`src/rtl/uart_tx_core.sv`:
```
// UART transmitter: start bit, 7/8 LSB-first data bits, optional parity, 1/2 stop bits.
// Baud divisor comes from a fixed table derived from CLK_FREQ; all settings are latched at send.
`timescale 1ns/1ps
module uart_tx_core #(
  parameter int CLK_FREQ = 100000000
) (
  input  logic       clk,
  input  logic       rst,
  input  logic       en,
  input  logic [2:0] baud_sel,
  input  logic       data_size,
  input  logic       parity_en,
  input  logic [1:0] parity_mode,
  input  logic       stop_bit_size,
  input  logic [7:0] data,
  output logic       ready,
  input  logic       send,
  output logic       tx,
  output logic       uartClock
);

  typedef enum logic [2:0] {
    IDLE   = 3'd0,
    START  = 3'd1,
    DATA   = 3'd2,
    PARITY = 3'd3,
    STOP   = 3'd4
  } state_t;

  function automatic logic [31:0] baud_div(input logic [2:0] sel);
    logic [31:0] div_v;
    case (sel)
      3'd0:    div_v = 32'(CLK_FREQ) / 32'd9600;
      3'd1:    div_v = 32'(CLK_FREQ) / 32'd19200;
      3'd2:    div_v = 32'(CLK_FREQ) / 32'd38400;
      3'd3:    div_v = 32'(CLK_FREQ) / 32'd57600;
      3'd4:    div_v = 32'(CLK_FREQ) / 32'd115200;
      3'd5:    div_v = 32'(CLK_FREQ) / 32'd230400;
      3'd6:    div_v = 32'(CLK_FREQ) / 32'd460800;
      default: div_v = 32'(CLK_FREQ) / 32'd921600;
    endcase
    return div_v;
  endfunction

  // Even parity covers only the bits actually sent (bit 7 excluded for 7-bit characters)
  function automatic logic parity_bit(input logic [7:0] d, input logic size8, input logic [1:0] mode);
    logic even_v;
    logic par_v;
    even_v = ^(size8 ? d : {1'b0, d[6:0]});
    case (mode)
      2'b11:   par_v = ~even_v;
      2'b10:   par_v = even_v;
      2'b01:   par_v = 1'b1;
      default: par_v = 1'b0;
    endcase
    return par_v;
  endfunction

  state_t      state_r, state_s;
  logic [31:0] cnt_r, cnt_s;
  logic [31:0] div_r, div_s;
  logic [2:0]  bit_r, bit_s;
  logic [7:0]  shift_r, shift_s;
  logic        size_r, par_en_r, par_r, stop2_r;
  logic        tx_r, tx_s, ready_r, ready_s, uclk_r, uclk_s;
  logic        load_s, bit_end_s;

  assign tx        = tx_r;
  assign ready     = ready_r;
  assign uartClock = uclk_r;

  // Next-state and next-output logic for the frame sequencer
  always_comb begin
    state_s   = state_r;
    cnt_s     = cnt_r;
    bit_s     = bit_r;
    shift_s   = shift_r;
    tx_s      = tx_r;
    ready_s   = ready_r;
    load_s    = 1'b0;
    bit_end_s = (cnt_r == div_r - 32'd1);
    if (!en) begin
      state_s = IDLE;
      cnt_s   = 32'd0;
      bit_s   = 3'd0;
      tx_s    = 1'b1;
      ready_s = 1'b0;
    end else begin
      case (state_r)
        IDLE: begin
          cnt_s = 32'd0;
          bit_s = 3'd0;
          if (send) begin
            load_s  = 1'b1;
            shift_s = data;
            state_s = START;
            tx_s    = 1'b0;
            ready_s = 1'b0;
          end else begin
            tx_s    = 1'b1;
            ready_s = 1'b1;
          end
        end
        START: begin
          if (bit_end_s) begin
            state_s = DATA;
            cnt_s   = 32'd0;
            bit_s   = 3'd0;
            tx_s    = shift_r[0];
          end else begin
            cnt_s = cnt_r + 32'd1;
          end
        end
        DATA: begin
          if (bit_end_s) begin
            cnt_s = 32'd0;
            if (bit_r == (size_r ? 3'd7 : 3'd6)) begin
              bit_s = 3'd0;
              if (par_en_r) begin
                state_s = PARITY;
                tx_s    = par_r;
              end else begin
                state_s = STOP;
                tx_s    = 1'b1;
              end
            end else begin
              bit_s   = bit_r + 3'd1;
              shift_s = {1'b0, shift_r[7:1]};
              tx_s    = shift_r[1];
            end
          end else begin
            cnt_s = cnt_r + 32'd1;
          end
        end
        PARITY: begin
          if (bit_end_s) begin
            state_s = STOP;
            cnt_s   = 32'd0;
            bit_s   = 3'd0;
            tx_s    = 1'b1;
          end else begin
            cnt_s = cnt_r + 32'd1;
          end
        end
        STOP: begin
          if (bit_end_s) begin
            cnt_s = 32'd0;
            if (stop2_r && (bit_r == 3'd0)) begin
              bit_s = 3'd1;
            end else begin
              state_s = IDLE;
              bit_s   = 3'd0;
              tx_s    = 1'b1;
              ready_s = 1'b1;
            end
          end else begin
            cnt_s = cnt_r + 32'd1;
          end
        end
        default: begin
          state_s = IDLE;
          cnt_s   = 32'd0;
          bit_s   = 3'd0;
          tx_s    = 1'b1;
          ready_s = 1'b0;
        end
      endcase
    end
    div_s  = load_s ? baud_div(baud_sel) : div_r;
    uclk_s = (state_s != IDLE) && (cnt_s < (div_s >> 1));
  end

  // Sequencer state, counters and registered outputs
  always_ff @(posedge clk or negedge rst) begin
    if (!rst) begin
      state_r <= IDLE;
      cnt_r   <= 32'd0;
      bit_r   <= 3'd0;
      shift_r <= 8'd0;
      tx_r    <= 1'b1;
      ready_r <= 1'b1;
      uclk_r  <= 1'b0;
    end else begin
      state_r <= state_s;
      cnt_r   <= cnt_s;
      bit_r   <= bit_s;
      shift_r <= shift_s;
      tx_r    <= tx_s;
      ready_r <= ready_s;
      uclk_r  <= uclk_s;
    end
  end

  // Frame settings captured when a character is accepted
  always_ff @(posedge clk or negedge rst) begin
    if (!rst) begin
      div_r    <= baud_div(3'd0);
      size_r   <= 1'b0;
      par_en_r <= 1'b0;
      par_r    <= 1'b0;
      stop2_r  <= 1'b0;
    end else if (load_s) begin
      div_r    <= div_s;
      size_r   <= data_size;
      par_en_r <= parity_en;
      par_r    <= parity_bit(data, data_size, parity_mode);
      stop2_r  <= stop_bit_size;
    end else begin
      div_r    <= div_r;
      size_r   <= size_r;
      par_en_r <= par_en_r;
      par_r    <= par_r;
      stop2_r  <= stop2_r;
    end
  end

endmodule

```
`config.mk`:
```
export PLATFORM = sky130hd
export DESIGN_NAME = uart_tx_core
export DESIGN_NICKNAME = d
export VERILOG_FILES = /design/src/rtl/uart_tx_core.sv
export SDC_FILE = /design/constraint.sdc
export NUM_CORES = 1
export LEC_CHECK = 0
export BUFFER_PORTS_ARGS = -buffer_cell sky130_fd_sc_hd__buf_2
export CAP_MARGIN = 40
export CELL_PAD_IN_SITES_DETAIL_PLACEMENT = 1
export CELL_PAD_IN_SITES_GLOBAL_PLACEMENT = 1
export CORE_MARGIN = 2
export CORE_UTILIZATION = 49
export DETAILED_ROUTE_END_ITERATION = 10
export GPL_ROUTABILITY_DRIVEN = 0
export PLACE_DENSITY = 0.79
export SLEW_MARGIN = 20
export SYNTH_ARGS = -nofsm -noshare
export SYNTH_HDL_FRONTEND = slang
export SYNTH_SLANG_ARGS = --single-unit
```
`constraint.sdc`:
```
create_clock -name clk -period 6.7 [get_ports clk]
set_clock_uncertainty 0.2 [all_clocks]
set_input_delay 0.67 -clock clk [delete_from_list [all_inputs] [get_ports clk]]
set_output_delay 0.67 -clock clk [all_outputs]
set_load 0.05 [all_outputs]
```
==> results.ini <==
[status]
outcome=completed

[yosys]
synth_mux_area_frac=0.0489
syn-instance-count=678
synth.most_common_cell=dfrtp_1
synth_top_area_frac=0.324
synth_compound_area_frac=0.110
syn-cell-area_sq_um=6030
syn_avg_cell_area_sq_um=8.90
synth_edf_count=0
synth_top_family_by_area=simple AND/OR/NAND/NOR gates
yosys_warnings=0
synthAdderAreaFrac=0.0763
yosys-top-cells-area=dfrtp_1, ha_1, xnor2_1, xor2_1, nor2_1
synthFlopType=dfrtp_1
synthDistinctLibCells=66
seq_area_frac_synth=0.354
ys_async_sr_fraction=1.00
yosys-top-cells-count=dfrtp_1, nor2_1, inv_1, nand2_1, xnor2_1
synth-simple-area-share=0.247
synth-seq-cells=85
synth_fp_nets=734
synth_xor_area_frac=0.116
yosys.area.top_type=dfrtp_1

[cts]
cts-resized-gates=0
cts_hold_buf=0
clkSinkCount=85
clk_latency_ps=350
numCtsBuffers=9
htreeDepth=3
cts_setup_buffers=0
clkTransAtPathRegs_ps=70
clockRootBuffer=clkbuf_16
clockBufferDepth=2
cts_tree=done

[pwr]
peakVddDrop_uv=135
p_per_area_nw_per_um2=213
p_leak_nw=2.91

[setup_path]
cp_max_fo=25
crit_arrival_ps=5700
crit_path_end_kind=flop
regToRegStartpoint=div_r[2]
worstSetupStartpoint=div_r[2]
crit_type=flop to flop
r2r_slack_ps=1000
r2r_end=uartClock
r2r_cells=17
required_ps=6690
crit_chain=nor4_2 -> nand3_1 -> or3_1 -> o31ai_2 -> nand4_1 -> or4_4 -> o21ai_2 -> buf_4 -> nor2_1 -> ha_1 -> nand4_1 -> nor2_1 -> nand3_1 -> nor4_1 -> o21ai_0 -> o2111ai_1 -> a311oi_1
critPathBufInv=1
worstSetupPathDepth=17
cpPeakStageDelay_ps=540
cpLargestDelayFamily=simple AND/OR/NAND/NOR gates
startpoint_type=flop
slowest_stage=or4_4
endpoint=uartClock

[sta]
hold_violations=0
rsz0062_at_grt=no
setup_viol=0
timing.setup.tns_ps=0
fmax_mhz=175
slew_headroom=0.431
final_max_slew_viol_count=0
tightestPinTransition_ps=847
setup_ws_ps=997
finalCritPeriodShare=0.851
period_needed_ps=5700

[floorplan]
dieArea_sq_um=13200
die_w_microns=115
die_h_microns=115
coreArea_sq_um=12000
io_pins=23
start_util=0.502
row_count=40

[placed_design]
port_buffers=22
dp_slack_ps=1050
dp_hpwl_microns=13000

[finish]
fillers=1430
nets=751
area_delta_synth_final_pct=9.46
seq_area_sq_um=2140
num_antenna_cells=0
fin_util=0.550
multi_input_area_sq_um=3620
drive_gt1_frac=0.123

[detailed_routing]
drt_wl_total_microns=17500
drt-pass1-iter-count=4
drtAntennaViolNets=0
vias=5038
via_per_inst=5.95
drtIter0Drc=230
wl_per_cell_microns=20.7
drc=0

[global_route]
grt_pass1_wl_microns=28800
grt_max_degree=50
grt_overflow=0
antenna_found_initial=0
grt_pass1_vias=5393
grtUsageTotal=0.281

[flow_run]
drv_cap=0

[worst_hold_path]
hold_class=input port to asynchronous set/reset pin

==> layer usage <==
layer | wire [microns] | global-route usage | vias up
li1 | - | - | 2411
met1 | 7840 | 0.358 | 2496
met2 | 8700 | 0.489 | 100
met3 | 576 | 0.0385 | 31
met4 | 386 | 0.0980 | 0
met5 | 0 | 0 | -
==> power breakdown <==
group,internal [mW],switching [mW]
Sequential,0.551,0.0425
Clock,0.328,0.207
Combinational,0.111,0.165
==> registers in the layout, indices dropped and copies added (netlist names) <==
register and flops:
tx 1, uartClock 1, shift_r 8, size_r 1
par_r 1, bit_r 3, ready 1, par_en_r 1
state_r 3, cnt_r 32, stop2_r 1, div_r 32
==> stage by stage <==
stage	std cells	hold WS, ps	total power [mW]	instance area (sq um)
finish	847	79.9	1.41	6600
global placement	830	277	0.856	6290
global route	847	122	1.47	6600
CTS	847	92.3	1.41	6600
floorplan	678	174	0.778	6030
detailed placement	831	288	0.869	6300
==> cells by family (layout without fill, tap and decap cells) <==
kind of cell / Yosys count / count (layout)
adders and majority gates: 37 / 37
muxes: 24 / 24
AOI/OAI and AO/OA: 99 / 99
and+or+nand+nor: 277 / 277
xor gates and xnor gates: 80 / 80
buffers and inverters: 76 / 98
DFF: 85 / 85
==> worst min path at each step <==
stage               startpoint        end  slack, ps  cells after the start
floorplan                  rst   bit_r[0]        170                      0
global placement         par_r      par_r        280                      2
detailed placement       par_r      par_r        290                      2
CTS                        rst  div_r[19]         90                      1
global route               rst  div_r[19]        120                      1
finish                     rst  cnt_r[21]         80                      1
==> placed cells by master (no fill, tap or decap), drive strengths merged, types with 14 or more instances in the layout <==
cell type,instances
clkbuf,14
xor2,34
dfrtp,78
nand4,15
ha,36
and2,24
xnor2,46
mux2,23
and3,16
nor2,67
nor4,20
inv,53
nand3,28
buf,29
a21oi,21
o21ai,27
nand2,50
==> layout make-up <==
type                       count  area share
clock inverter                 2     0.00909
timing repair buffer          29      0.0250
clock buffer                  14      0.0369
multi-input combinational    517       0.548
inverter                      53      0.0301
tap                          147      0.0279
sequential                    85       0.323
No activity file was read; power rests on OpenSTA's default activity.
